===== src/rtl/apb_master_q.sv =====
// apb_master_q: queued APB master. System-side requests are buffered in a
// FIFO of FIFO_DEPTH entries and issued back-to-back as SETUP/ACCESS
// transfers; every completion produces a one-cycle rsp_valid pulse with
// status OK, slave error or timeout.
// Optional feature: define APB_MASTER_Q_TIMEOUT_EN to compile in the
// ACCESS wait counter and the timeout abort (rsp_err = 2'b10).
module apb_master_q #(
    parameter int ADDR_W     = 8,
    parameter int DATA_W     = 32,
    parameter int FIFO_DEPTH = 4,
    parameter int TIMEOUT    = 16
) (
    input  logic                          apb_clk,
    input  logic                          apb_reset,
    input  logic                          req_valid,
    output logic                          req_ready,
    input  logic [ADDR_W-1:0]             req_addr,
    input  logic [DATA_W-1:0]             req_wdata,
    input  logic                          req_write,
    output logic                          rsp_valid,
    output logic [DATA_W-1:0]             rsp_rdata,
    output logic [1:0]                    rsp_err,
    output logic [$clog2(FIFO_DEPTH):0]   fifo_level,
    output logic                          apb_selx,
    output logic                          apb_en,
    output logic                          apb_write,
    output logic [ADDR_W-1:0]             apb_addr,
    output logic [DATA_W-1:0]             apb_wdata,
    input  logic [DATA_W-1:0]             apb_rdata,
    input  logic                          apb_ready,
    input  logic                          apb_slverr
);

    localparam int PTR_W = $clog2(FIFO_DEPTH);
    localparam int LVL_W = PTR_W + 1;
    localparam int ENT_W = ADDR_W + DATA_W + 1;

    localparam logic [PTR_W-1:0] PTR_ONE  = PTR_W'(1);
    localparam logic [LVL_W-1:0] LVL_ONE  = LVL_W'(1);
    localparam logic [LVL_W-1:0] LVL_FULL = LVL_W'(FIFO_DEPTH);

    localparam logic [1:0] ST_IDLE   = 2'd0;
    localparam logic [1:0] ST_SETUP  = 2'd1;
    localparam logic [1:0] ST_ACCESS = 2'd2;

    // Illegal parameter sets elaborate this marker scope so they show up in
    // the elaborated hierarchy instead of silently misbehaving.
    if (FIFO_DEPTH < 2 || (FIFO_DEPTH & (FIFO_DEPTH - 1)) != 0 || TIMEOUT < 2) begin : g_bad_params
    end

`ifdef APB_MASTER_Q_TIMEOUT_EN
    localparam int CNT_W = $clog2(TIMEOUT);
    localparam logic [CNT_W-1:0] WAIT_ONE  = CNT_W'(1);
    localparam logic [CNT_W-1:0] WAIT_LAST = CNT_W'(TIMEOUT - 1);
`endif

    // ---------------------------------------------------------------- FIFO
    logic [ENT_W-1:0] mem_q [FIFO_DEPTH];
    logic [PTR_W-1:0] wr_ptr_q, rd_ptr_q;
    logic [LVL_W-1:0] lvl_q, lvl_d;
    logic             full, empty, push, pop;
    logic [ENT_W-1:0] head;
    logic [ADDR_W-1:0] head_addr;
    logic [DATA_W-1:0] head_wdata;
    logic              head_write;

    assign full  = (lvl_q == LVL_FULL);
    assign empty = (lvl_q == '0);
    // A push while full is dropped even if the FSM pops in the same cycle.
    assign push  = req_valid && !full;
    assign head  = mem_q[rd_ptr_q];
    assign {head_addr, head_wdata, head_write} = head;

    // FIFO occupancy update from push/pop.
    always_comb begin
        lvl_d = lvl_q;
        if (push && !pop) begin
            lvl_d = lvl_q + LVL_ONE;
        end else if (!push && pop) begin
            lvl_d = lvl_q - LVL_ONE;
        end
    end

    // FIFO pointers and level; pointers wrap naturally at the power-of-2 depth.
    always_ff @(posedge apb_clk or negedge apb_reset) begin
        if (!apb_reset) begin
            wr_ptr_q <= '0;
            rd_ptr_q <= '0;
            lvl_q    <= '0;
        end else begin
            if (push) wr_ptr_q <= wr_ptr_q + PTR_ONE;
            if (pop)  rd_ptr_q <= rd_ptr_q + PTR_ONE;
            lvl_q <= lvl_d;
        end
    end

    // FIFO storage; contents need no reset since the pointers gate validity.
    always_ff @(posedge apb_clk) begin
        if (push) mem_q[wr_ptr_q] <= {req_addr, req_wdata, req_write};
    end

    // ----------------------------------------------------------------- FSM
    logic [1:0]        state_q, state_d;
    logic [ADDR_W-1:0] addr_q, addr_d;
    logic [DATA_W-1:0] wdata_q, wdata_d;
    logic              write_q, write_d;
    logic              rsp_valid_q, rsp_valid_d;
    logic [DATA_W-1:0] rdata_q, rdata_d;
    logic              slverr_q, slverr_d;
`ifdef APB_MASTER_Q_TIMEOUT_EN
    logic              timeout_q, timeout_d;
    logic [CNT_W-1:0]  wait_q, wait_d;
`endif

    // Transfer sequencing, head pop and completion capture.
    always_comb begin
        state_d     = state_q;
        addr_d      = addr_q;
        wdata_d     = wdata_q;
        write_d     = write_q;
        rsp_valid_d = 1'b0;
        rdata_d     = rdata_q;
        slverr_d    = slverr_q;
        pop         = 1'b0;
`ifdef APB_MASTER_Q_TIMEOUT_EN
        timeout_d   = timeout_q;
        wait_d      = wait_q;
`endif
        case (state_q)
            ST_IDLE: begin
                if (!empty) begin
                    pop     = 1'b1;
                    addr_d  = head_addr;
                    wdata_d = head_wdata;
                    write_d = head_write;
                    state_d = ST_SETUP;
                end
            end
            ST_SETUP: begin
                state_d = ST_ACCESS;
`ifdef APB_MASTER_Q_TIMEOUT_EN
                wait_d  = '0;
`endif
            end
            ST_ACCESS: begin
                // Ready is tested before the timeout so a same-edge ready wins.
                if (apb_ready) begin
                    rsp_valid_d = 1'b1;
                    slverr_d    = apb_slverr;
                    rdata_d     = (!write_q && !apb_slverr) ? apb_rdata : '0;
`ifdef APB_MASTER_Q_TIMEOUT_EN
                    timeout_d   = 1'b0;
`endif
                    if (!empty) begin
                        pop     = 1'b1;
                        addr_d  = head_addr;
                        wdata_d = head_wdata;
                        write_d = head_write;
                        state_d = ST_SETUP;
                    end else begin
                        state_d = ST_IDLE;
                    end
                end
`ifdef APB_MASTER_Q_TIMEOUT_EN
                else if (wait_q == WAIT_LAST) begin
                    rsp_valid_d = 1'b1;
                    slverr_d    = 1'b0;
                    timeout_d   = 1'b1;
                    rdata_d     = '0;
                    state_d     = ST_IDLE;
                end else begin
                    wait_d = wait_q + WAIT_ONE;
                end
`endif
            end
            default: state_d = ST_IDLE;
        endcase
    end

    // FSM, transfer and response registers.
    always_ff @(posedge apb_clk or negedge apb_reset) begin
        if (!apb_reset) begin
            state_q     <= ST_IDLE;
            addr_q      <= '0;
            wdata_q     <= '0;
            write_q     <= 1'b0;
            rsp_valid_q <= 1'b0;
            rdata_q     <= '0;
            slverr_q    <= 1'b0;
`ifdef APB_MASTER_Q_TIMEOUT_EN
            timeout_q   <= 1'b0;
            wait_q      <= '0;
`endif
        end else begin
            state_q     <= state_d;
            addr_q      <= addr_d;
            wdata_q     <= wdata_d;
            write_q     <= write_d;
            rsp_valid_q <= rsp_valid_d;
            rdata_q     <= rdata_d;
            slverr_q    <= slverr_d;
`ifdef APB_MASTER_Q_TIMEOUT_EN
            timeout_q   <= timeout_d;
            wait_q      <= wait_d;
`endif
        end
    end

    // ------------------------------------------------------------- outputs
    // APB outputs are decoded from state so they are all 0 in IDLE and
    // drop immediately on asynchronous reset.
    assign apb_selx  = (state_q != ST_IDLE);
    assign apb_en    = (state_q == ST_ACCESS);
    assign apb_write = apb_selx && write_q;
    assign apb_addr  = apb_selx ? addr_q  : '0;
    assign apb_wdata = apb_selx ? wdata_q : '0;

    assign req_ready  = !full;
    assign fifo_level = lvl_q;
    assign rsp_valid  = rsp_valid_q;
    assign rsp_rdata  = rdata_q;
`ifdef APB_MASTER_Q_TIMEOUT_EN
    assign rsp_err    = {timeout_q, slverr_q};
`else
    assign rsp_err    = {1'b0, slverr_q};
`endif

endmodule


===== config.mk =====
export PLATFORM = sky130hd
export DESIGN_NAME = apb_master_q
export DESIGN_NICKNAME = d
export VERILOG_FILES = /design/src/rtl/apb_master_q.sv
export SDC_FILE = /design/constraint.sdc
export NUM_CORES = 1
export LEC_CHECK = 0
export ABC_AREA = 1
export ABC_CLOCK_PERIOD_IN_PS = 4100
export CAP_MARGIN = 40
export CORE_MARGIN = 2
export CORE_UTILIZATION = 54
export DETAILED_ROUTE_END_ITERATION = 8
export MAX_ROUTING_LAYER = met4
export PLACE_DENSITY = 0.8
export SLEW_MARGIN = 10
export SYNTH_ARGS = -nofsm -noshare
export SYNTH_HDL_FRONTEND = slang
export SYNTH_SLANG_ARGS = --single-unit

===== constraint.sdc =====
create_clock -name apb_clk -period 4.1 [get_ports apb_clk]
set_input_delay 0.82 -clock apb_clk [delete_from_list [all_inputs] [get_ports apb_clk]]
set_output_delay 0.82 -clock apb_clk [all_outputs]
set_load 0.05 [all_outputs]

==> results of run 1 <==
[cells by family (layout without fill, tap and decap cells)]
family | count (synthesis) | count (layout) | share of synthesized area [%]
AO/OA/AOI/OAI | 36 | 36 | 2.17
XOR/XNOR | 4 | 4 | 0.328
adder cells (fa/ha/maj) | 6 | 6 | 0.773
buffers and inverters | 276 | 447 | 10.7
flip-flops | 248 | 248 | 65.8
other | 1 | 1 | 0.0351
AND/OR/NAND/NOR | 544 | 544 | 20.2
[state kept, by name, indices dropped and copies added (netlist names)]
register	flops
slverr_q	1
write_q	1
wr_ptr_q	2
rsp_rdata	32
addr_q	8
fifo_level	3
rd_ptr_q	2
rsp_valid	1
wdata_q	32
mem_q	164
state_q	2
[layout make-up]
class | count | share of cell area [%]
clock buffers | 32 | 4.96
clock inverters | 13 | 1.31
inverters | 225 | 6.33
multi-input cells | 591 | 19.2
flip-flops and latches | 248 | 52.7
well taps | 265 | 2.49
repair buffers | 177 | 13.1
[synthesized netlist by cell type]
cell type  number  area, sq um
nand3_1        85          425
xor2_1          3         26.3
buf_1           1         3.75
clkbuf_2        1         5.00
o21bai_1        1         7.51
nand2_1       410         1540
a21oi_1         2         10.0
xnor2_1         1         8.76
buf_4           7         52.6
o21ai_0         3         15.0
buf_2          31          155
inv_1         223          837
nor2_2          1         6.26
clkbuf_1        6         22.5
edfxtp_1      164         4920
dfrtp_1        84         2100
buf_6           5         56.3
conb_1          1         3.75
o21ai_1        17         85.1
o21ai_2        13          114
fa_1            1         20.0
nor2_4          1         11.3
inv_2           2         7.51
nor2_1         47          176
ha_1            5         62.6
[how the worst max path moves through the flow]
stage          slack (ns)                      start  cells after the start                     to
4_1_cts              0.71     state_q[1]$_DFFE_PN0P_                      4          apb_wdata[18]
2_1_floorplan        0.37  fifo_level[0]$_DFFE_PN0P_                      4  mem_q[0][0]$_DFFE_PP_
5_1_grt              0.59     state_q[1]$_DFFE_PN0P_                      4            apb_addr[4]
6_report             0.76     state_q[1]$_DFFE_PN0P_                      4          apb_wdata[18]
3_5_place_dp         1.14                  req_valid                      4  mem_q[2][8]$_DFFE_PP_
3_3_place_gp         1.18                  req_valid                      4  mem_q[2][8]$_DFFE_PP_
[stage by stage]
step	area [sq um]	power [mW]	hold slack, ns	util (%)	instances
6_report	13300	11.2	0.371	68.5	1551
5_1_grt	13300	11.9	0.429	68.5	1551
4_1_cts	13300	11.3	0.397	68.5	1551
3_5_place_dp	12500	8.92	0.465	64.2	1506
3_3_place_gp	12500	8.74	0.462	64.1	1505
2_1_floorplan	10700	7.33	0.449	-	1115
[power by group]
group	switching [mW]	internal [mW]
clock network	0.916	1.40
registers	0.299	3.44
logic	3.56	1.57
total	4.78	6.41
[per-layer routing]
metal | wire length [um] | vias to the layer above | share of wire (%) | global-route usage (%)
li1 | - | 3707 | - | -
met1 | 9080 | 3513 | 40 | 27.5
met2 | 11500 | 275 | 51 | 40.5
met3 | 1770 | 39 | 7.8 | 3.44
met4 | 452 | 0 | 2.0 | 6.29
met5 | 0 | - | 0 | -
[critical path, stage by stage, from the launching register on]
cell             delay (ns)
dfrtp_1                0.44
nor2_4                 0.40
buf_4                  0.37
nor2_1                 0.08
clkdlybuf4s50_1        0.72
==> qor.yml, run 1 <==
outcome:
  status: "complete, no violations"
setup_path:
  ff2ff_setup_slack_ns: 1.78
  crit_type: "reg2out"
  end_kind: "output port"
  cp_max_fo: 25
  worstRegToRegCells: 5
  r2r-start: "fifo_level[0]$_DFFE_PN0P_"
  crit_required_ns: 3.28
  regToRegEndpoint: "mem_q[2][39]$_DFFE_PP_"
  arrival_ns: 2.52
  start_kind: "flip-flop"
finish:
  multi_input_area_sq_um: 2560
  antenna_cells: 0
  filler_cell_count: 1423
  syn_to_final_growth_pct: 24.9
  drive_above_1_share_pct: 6.45
  seq_area_sq_um: 7030
  mostFrequentLayoutCell: "nand2_1"
  final_cell_mix: "nand2_1 (408), inv_1 (222), edfxtp_1 (164)"
  layout.nets: 1352
grt:
  grt_pass1_vias: 7433
  gr-total-overflow: 0
  grt_util_all_layers_pct: 22.9
  antenna_found_initial: 0
  grt_max_degree: 85
  grt_pass1_wl_um: 36200
power:
  leakagePower_nw: 6.22
  peakVddDrop_mv: 0.610
  p_per_area_nw_per_um2: 838
timing:
  hold_violations: 0
  worst_slew_pin_slew_ns: 0.888
  slew_headroom_pct: 40.8
  post-route-min-period_ns: 3.34
  period_share_pct: 81.6
  max_clock_freq_mhz: 299
  setup-tns-final_ns: 0
  fin_ws_ns: 0.756
  setup_violations: 0
  finalMaxSlewViolations: 0
  fin_worst_skew_ns: 0.0139
  rsz0062_at_grt: "false"
routing:
  routed_wl_um: 22900
  firstDrtPassIters: 5
  via_count: 7534
  drc: 0
  drt_iter0_drc: 479
  via_per_inst: 4.86
  postRouteAntennaNets: 0
  wl_per_cell_um: 14.7
synth:
  ys_types: 25
  avgSynthCellArea_sq_um: 9.58
  yosys_warnings: 0
  syn_area_sq_um: 10700
  ys_ff_latch: 248
  syn_inst: 1115
  synth_nets: 1199
  yosysSeqAreaShare_pct: 65.8
clock_tree:
  post_cts_buffers: 0
  cts_hold_buf: 0
  cts_tree: "done"
  post_cts_resized: 0
  clock_latency_ns: 0.52
  h-tree-depth: 1
  root_buffer: "clkbuf_16"
  clkTransAtPathRegs_ns: 0.06
  cts_buffers: 25
  cts_num_sinks: 248
  clockBufferDepth: 3
die:
  die_x_um: 145
  boundaryPins: 160
  dieArea_sq_um: 20900
  die_h_um: 145
  core-area_sq_um: 19500
  initial_utilization_pct: 54.9
  fp-row-count: 51
placed_design:
  post-place-ws_ns: 1.14
  place_hpwl_um: 14900
  routabilityCongestion: 0.764
  io_buffers: 158
min_path:
  min_path_type: "in2async"
job:
  cap_violations: 0
Note: power is estimated with default switching activity, not from simulation.
==> run 2: changes to the inputs <==
Settings changed: ABC_CLOCK_PERIOD_IN_PS 4100 to 3390.
Clock period 4.1 ns to 3.39 ns, I/O delays scaled along.
==> run 2 against run 1 <==
Clock-buffer cell count fell by 1. Worst hold slack got worse by 0.26 ns. Die area did not move. Highest routed layer unchanged. Global-route usage rose by 0.75 points. Design area rose by 0.76%. Via count rose by 0.41%. Sequential power rose by 21%. Clock skew rose by 0.0073 ns. Power rose by 22%. Wire length rose by 3.3%.
==> qor.yml, run 2 (synthesis gave the netlist of run 1 again) <==
setup_path:
  start_kind: "flip-flop"
  crit_type: "reg2out"
  end_kind: "output port"
  arrival_ns: 2.40
  crit_required_ns: 2.71
  worst-path-buf-inv: 2
  crit_path_top_delay_cell: "clkdlybuf4s50_1"
  cp_max_fo: 26
  crit_path_cell_trace: "nor2_4 > buf_12 > nor2_1 > clkdlybuf4s50_1"
  critPathMaxStageDelay_ns: 0.71
  critical_path.top_delay_family: "buffers and inverters"
power:
  p_per_area_nw_per_um2: 1010
  peakVddDrop_mv: 0.707
  total_power_mw: 13.6
  leakagePower_nw: 6.26
clock_tree:
  post_cts_resized: 0
  cts_hold_buf: 0
  cts_num_sinks: 248
  post_cts_buffers: 0
  cts_tree: "done"
  clkTransAtPathRegs_ns: 0.06
  root_buffer: "clkbuf_16"
  clockBufferDepth: 3
  cts_buffers: 25
  clock_latency_ns: 0.52
  h-tree-depth: 1
die:
  die_h_um: 145
  die_x_um: 145
  core-area_sq_um: 19500
  fp-row-count: 51
  dieArea_sq_um: 20900
  boundaryPins: 160
  initial_utilization_pct: 54.9
finish:
  filler_cell_count: 1437
  layout.nets: 1353
  final_core_util_pct: 69.1
  top_register: "mem_q"
  design_area_sq_um: 13400
  largest_reg_flops: 164
  fin_cells: 1553
  final_cell_mix: "nand2_1 (408), inv_1 (222), edfxtp_1 (164)"
  drive_above_1_share_pct: 6.53
  syn_to_final_growth_pct: 25.9
  mostFrequentLayoutCell: "nand2_1"
placed_design:
  place_hpwl_um: 14100
  dp.cells: 1507
  post_dp_cell_area_sq_um: 12600
  routabilityCongestion: 0.785
  io_buffers: 158
routing:
  postRouteAntennaNets: 0
  drc: 0
  wl_per_cell_um: 15.2
  met3_wirelength_um: 1830
  routed_wl_um: 23600
  wl_met2_um: 11800
  firstDrtPassIters: 5
  m1WireLength_um: 9590
  maxUsedRoutingLayer: "met4"
  via_per_inst: 4.87
  via_count: 7565
  drt_iter0_drc: 466
timing:
  whs_ns: 0.114
  post-route-min-period_ns: 3.07
  setup_violations: 0
  fin_worst_skew_ns: 0.0212
  hold_violations: 0
  rsz0062_at_grt: "false"
  finalMaxSlewViolations: 0
  worst_slew_pin_slew_ns: 0.904
  max_clock_freq_mhz: 325
  period_share_pct: 90.7
  slew_headroom_pct: 39.7
job:
  cap_violations: 0
grt:
  grt_max_degree: 85
  grt_pass1_wl_um: 37100
  gr-total-overflow: 0
  antenna_found_initial: 1
  grt_util_all_layers_pct: 23.6
  grt_pass1_vias: 7409
outcome:
  status: "complete, no violations"
min_path:
  min_path_type: "in2async"
run 2: changes by cell type in the layout (fill, tap and decap cells not counted):
cell	change
clkinv_4	-2
inv_8	-1
clkbuf_8	+2
clkinvlp_2	-1
clkinv_2	+2
clkbuf_1	-3
buf_4	-6
diode_2	+1
buf_12	+7
clkinv_1	+3
run 2: path summary, 6_finish.rpt:
check | start | slack (ns) | to | cells past startpoint
worst min-delay path | apb_reset | 0.11 | rsp_rdata[9]$_DFFE_PN0P_ | 1
worst min register to register | wdata_q[19]$_DFFE_PN0P_ | 0.48 | wdata_q[19]$_DFFE_PN0P_ | 2
max in group asynchronous | apb_reset | 2.66 | wdata_q[31]$_DFFE_PN0P_ | 2
worst max register to register | fifo_level[0]$_DFFE_PN0P_ | 1.23 | fifo_level[1]$_DFFE_PN0P_ | 9
worst max-delay path | state_q[1]$_DFFE_PN0P_ | 0.32 | apb_wdata[16] | 4
min in group apb_clk | wdata_q[19]$_DFFE_PN0P_ | 0.48 | wdata_q[19]$_DFFE_PN0P_ | 2
run 2: metal layers:
metal	vias to the layer above	track usage (%)
li1	3717	-
met1	3556	28.8
met2	258	41.2
met3	34	4.24
met4	0	5.83
met5	-	-
run 2: metrics by stage:
stage	TNS [ns]	worst slack (ns)
global route	0	0.192
finish	0	0.316
detailed placement	0	0.733
CTS	0	0.260
floorplan	-56.10	-0.342
global placement	0	0.769
run 2: area by class of cell:
type | count | area (sq um) | area share, %
Antenna cell | 1 | 2.50 | 0.0186
Sequential cell | 248 | 7030 | 52.3
Clock buffer | 31 | 678 | 5.05
Tap cell | 265 | 332 | 2.47
Inverter | 225 | 845 | 6.28
Timing Repair Buffer | 178 | 1840 | 13.7
Clock inverter | 14 | 163 | 1.21
Multi-Input combinational cell | 591 | 2560 | 19.0
run 2: power by group:
| part | total [mW] | internal [mW] | switching, mW | leakage [nW] |
|---|---|---|---|---|
| combinational | 6.31 | 1.95 | 4.37 | 3.28 |
| clock | 2.81 | 1.71 | 1.09 | 0.415 |
| sequential | 4.52 | 4.16 | 0.362 | 2.56 |
run 2: worst register-to-register path, stage by stage, from the launching register on:
cell     delay (ns)
dfrtp_1        0.44
inv_1          0.12
nand3_1        0.10
nand2_1        0.37
inv_1          0.12
ha_1           0.24
inv_1          0.09
fa_1           0.42
nand2_1        0.07
o21ai_0        0.07
==> run 3: changes to the inputs <==
Settings changed: ABC_CLOCK_PERIOD_IN_PS 3390 to 3400, CAP_MARGIN 40 to 25.
Clock period 3.39 ns to 3.4 ns, I/O delays scaled along.
==> run 3 against run 2 <==
Combinational power decreased by 1%. Wire length fell by 1.5%. Cell count about the same. Worst hold slack improved by 0.37 ns. Design area rose by 0.14%.
==> qor.yml, run 3 (synthesis gave the netlist of run 1 again) <==
clock_tree:
  cts_tree: "done"
  root_buffer: "clkbuf_16"
  clkTransAtPathRegs_ns: 0.06
  h-tree-depth: 1
  clockBufferDepth: 3
  cts_buffers: 24
  cts_num_sinks: 248
  clock_latency_ns: 0.52
  post_cts_resized: 0
die:
  die_h_um: 145
  core-area_sq_um: 19500
  boundaryPins: 160
  fp-row-count: 51
  die_x_um: 145
  initial_utilization_pct: 54.9
  dieArea_sq_um: 20900
routing:
  wl_per_cell_um: 15.0
  m1WireLength_um: 9580
  firstDrtPassIters: 4
  drc: 0
  postRouteAntennaNets: 0
  met3_wirelength_um: 1660
  via_count: 7505
  routed_wl_um: 23200
  drt_iter0_drc: 460
  wl_met2_um: 11600
  via_per_inst: 4.84
  maxUsedRoutingLayer: "met4"
grt:
  grt_max_degree: 85
  antenna_found_initial: 2
  grt_pass1_vias: 7221
  grt_util_all_layers_pct: 22.9
  gr-total-overflow: 0
  grt_pass1_wl_um: 35800
timing:
  fin_worst_skew_ns: 0.0159
  whs_ns: 0.480
  worst_slew_pin_slew_ns: 0.920
  period_share_pct: 91.0
  setup-tns-final_ns: 0
  slew_headroom_pct: 38.5
  rsz0062_at_grt: "false"
  finalMaxSlewViolations: 0
  hold_violations: 0
  fin_ws_ns: 0.306
  setup_violations: 0
  post-route-min-period_ns: 3.09
  max_clock_freq_mhz: 323
power:
  leakagePower_nw: 6.25
  peakVddDrop_mv: 0.615
  p_per_area_nw_per_um2: 1010
  total_power_mw: 13.6
setup_path:
  start_kind: "flip-flop"
  ff2ff_setup_slack_ns: 1.25
  r2r-start: "fifo_level[0]$_DFFE_PN0P_"
  crit_type: "reg2out"
  arrival_ns: 2.41
  cp_max_fo: 26
  end_kind: "output port"
  crit_required_ns: 2.72
  worstSetupStartpoint: "state_q[1]$_DFFE_PN0P_"
min_path:
  min-delay-start: "wdata_q[21]$_DFFE_PN0P_"
  min_path_type: "reg2reg"
finish:
  layout.nets: 1351
  fin_cells: 1552
  mostFrequentLayoutCell: "nand2_1"
  top_register: "mem_q"
  largest_reg_flops: 164
  final_cell_mix: "nand2_1 (408), inv_1 (222), edfxtp_1 (164)"
  drive_above_1_share_pct: 6.77
  syn_to_final_growth_pct: 26.1
placed_design:
  place_hpwl_um: 13600
  routabilityCongestion: 0.761
  io_buffers: 158
  dp.cells: 1503
  post-place-ws_ns: 0.708
outcome:
  status: "complete, no violations"
job:
  cap_violations: 0
## run 3: cell type report
type | instances | area (sq um)
Clock buffer | 29 | 661
Antenna cell | 2 | 5.00
Sequential cell | 248 | 7030
Multi-Input combinational cell | 591 | 2560
Clock inverter | 15 | 214
Fill cell | 1408 | 6000
Inverter | 225 | 845
Tap cell | 265 | 332
Timing Repair Buffer | 177 | 1820
## run 3: stage by stage
step           cell area [sq um]  utilization, %
6_report                   13500            69.2
5_1_grt                    13500            69.2
4_1_cts                    13400            68.8
3_5_place_dp               12500            64.3
3_3_place_gp               12500            64.3
2_1_floorplan              10700               -
## run 3: layer usage
layer,track usage (%),up-vias
li1,-,3695
met1,27.7,3522
met4,6.29,0
met3,4.11,36
met5,-,-
met2,39.9,252
## run 3: worst max-delay path, stage by stage, from the launching register on
cell	delay (ns)
dfrtp_1	0.44
nor2_4	0.43
buf_12	0.24
nor2_1	0.06
clkdlybuf4s50_1	0.70
## run 3: worst paths after layout
kind | end | cells after the start
max in group asynchronous | addr_q[6]$_DFFE_PN0P_ | 4
min reg2reg | wdata_q[21]$_DFFE_PN0P_ | 2
max | apb_addr[1] | 4
max reg2reg | fifo_level[2]$_DFFE_PN0P_ | 10
min in group asynchronous | rsp_rdata[11]$_DFFE_PN0P_ | 2
min | wdata_q[21]$_DFFE_PN0P_ | 2
## run 3: report_power, final
group          switching [mW]  total [mW]  internal, mW
clock                    1.12        2.89          1.77
combinational            4.33        6.25          1.91
sequential              0.362        4.50          4.14
## run 3: timing repair
action                                  4_1_cts  5_1_grt
buffers inserted                              0        0
hold endpoints to repair                      0       10
endpoints found under the setup margin        0        0
hold buffers                                  0        1
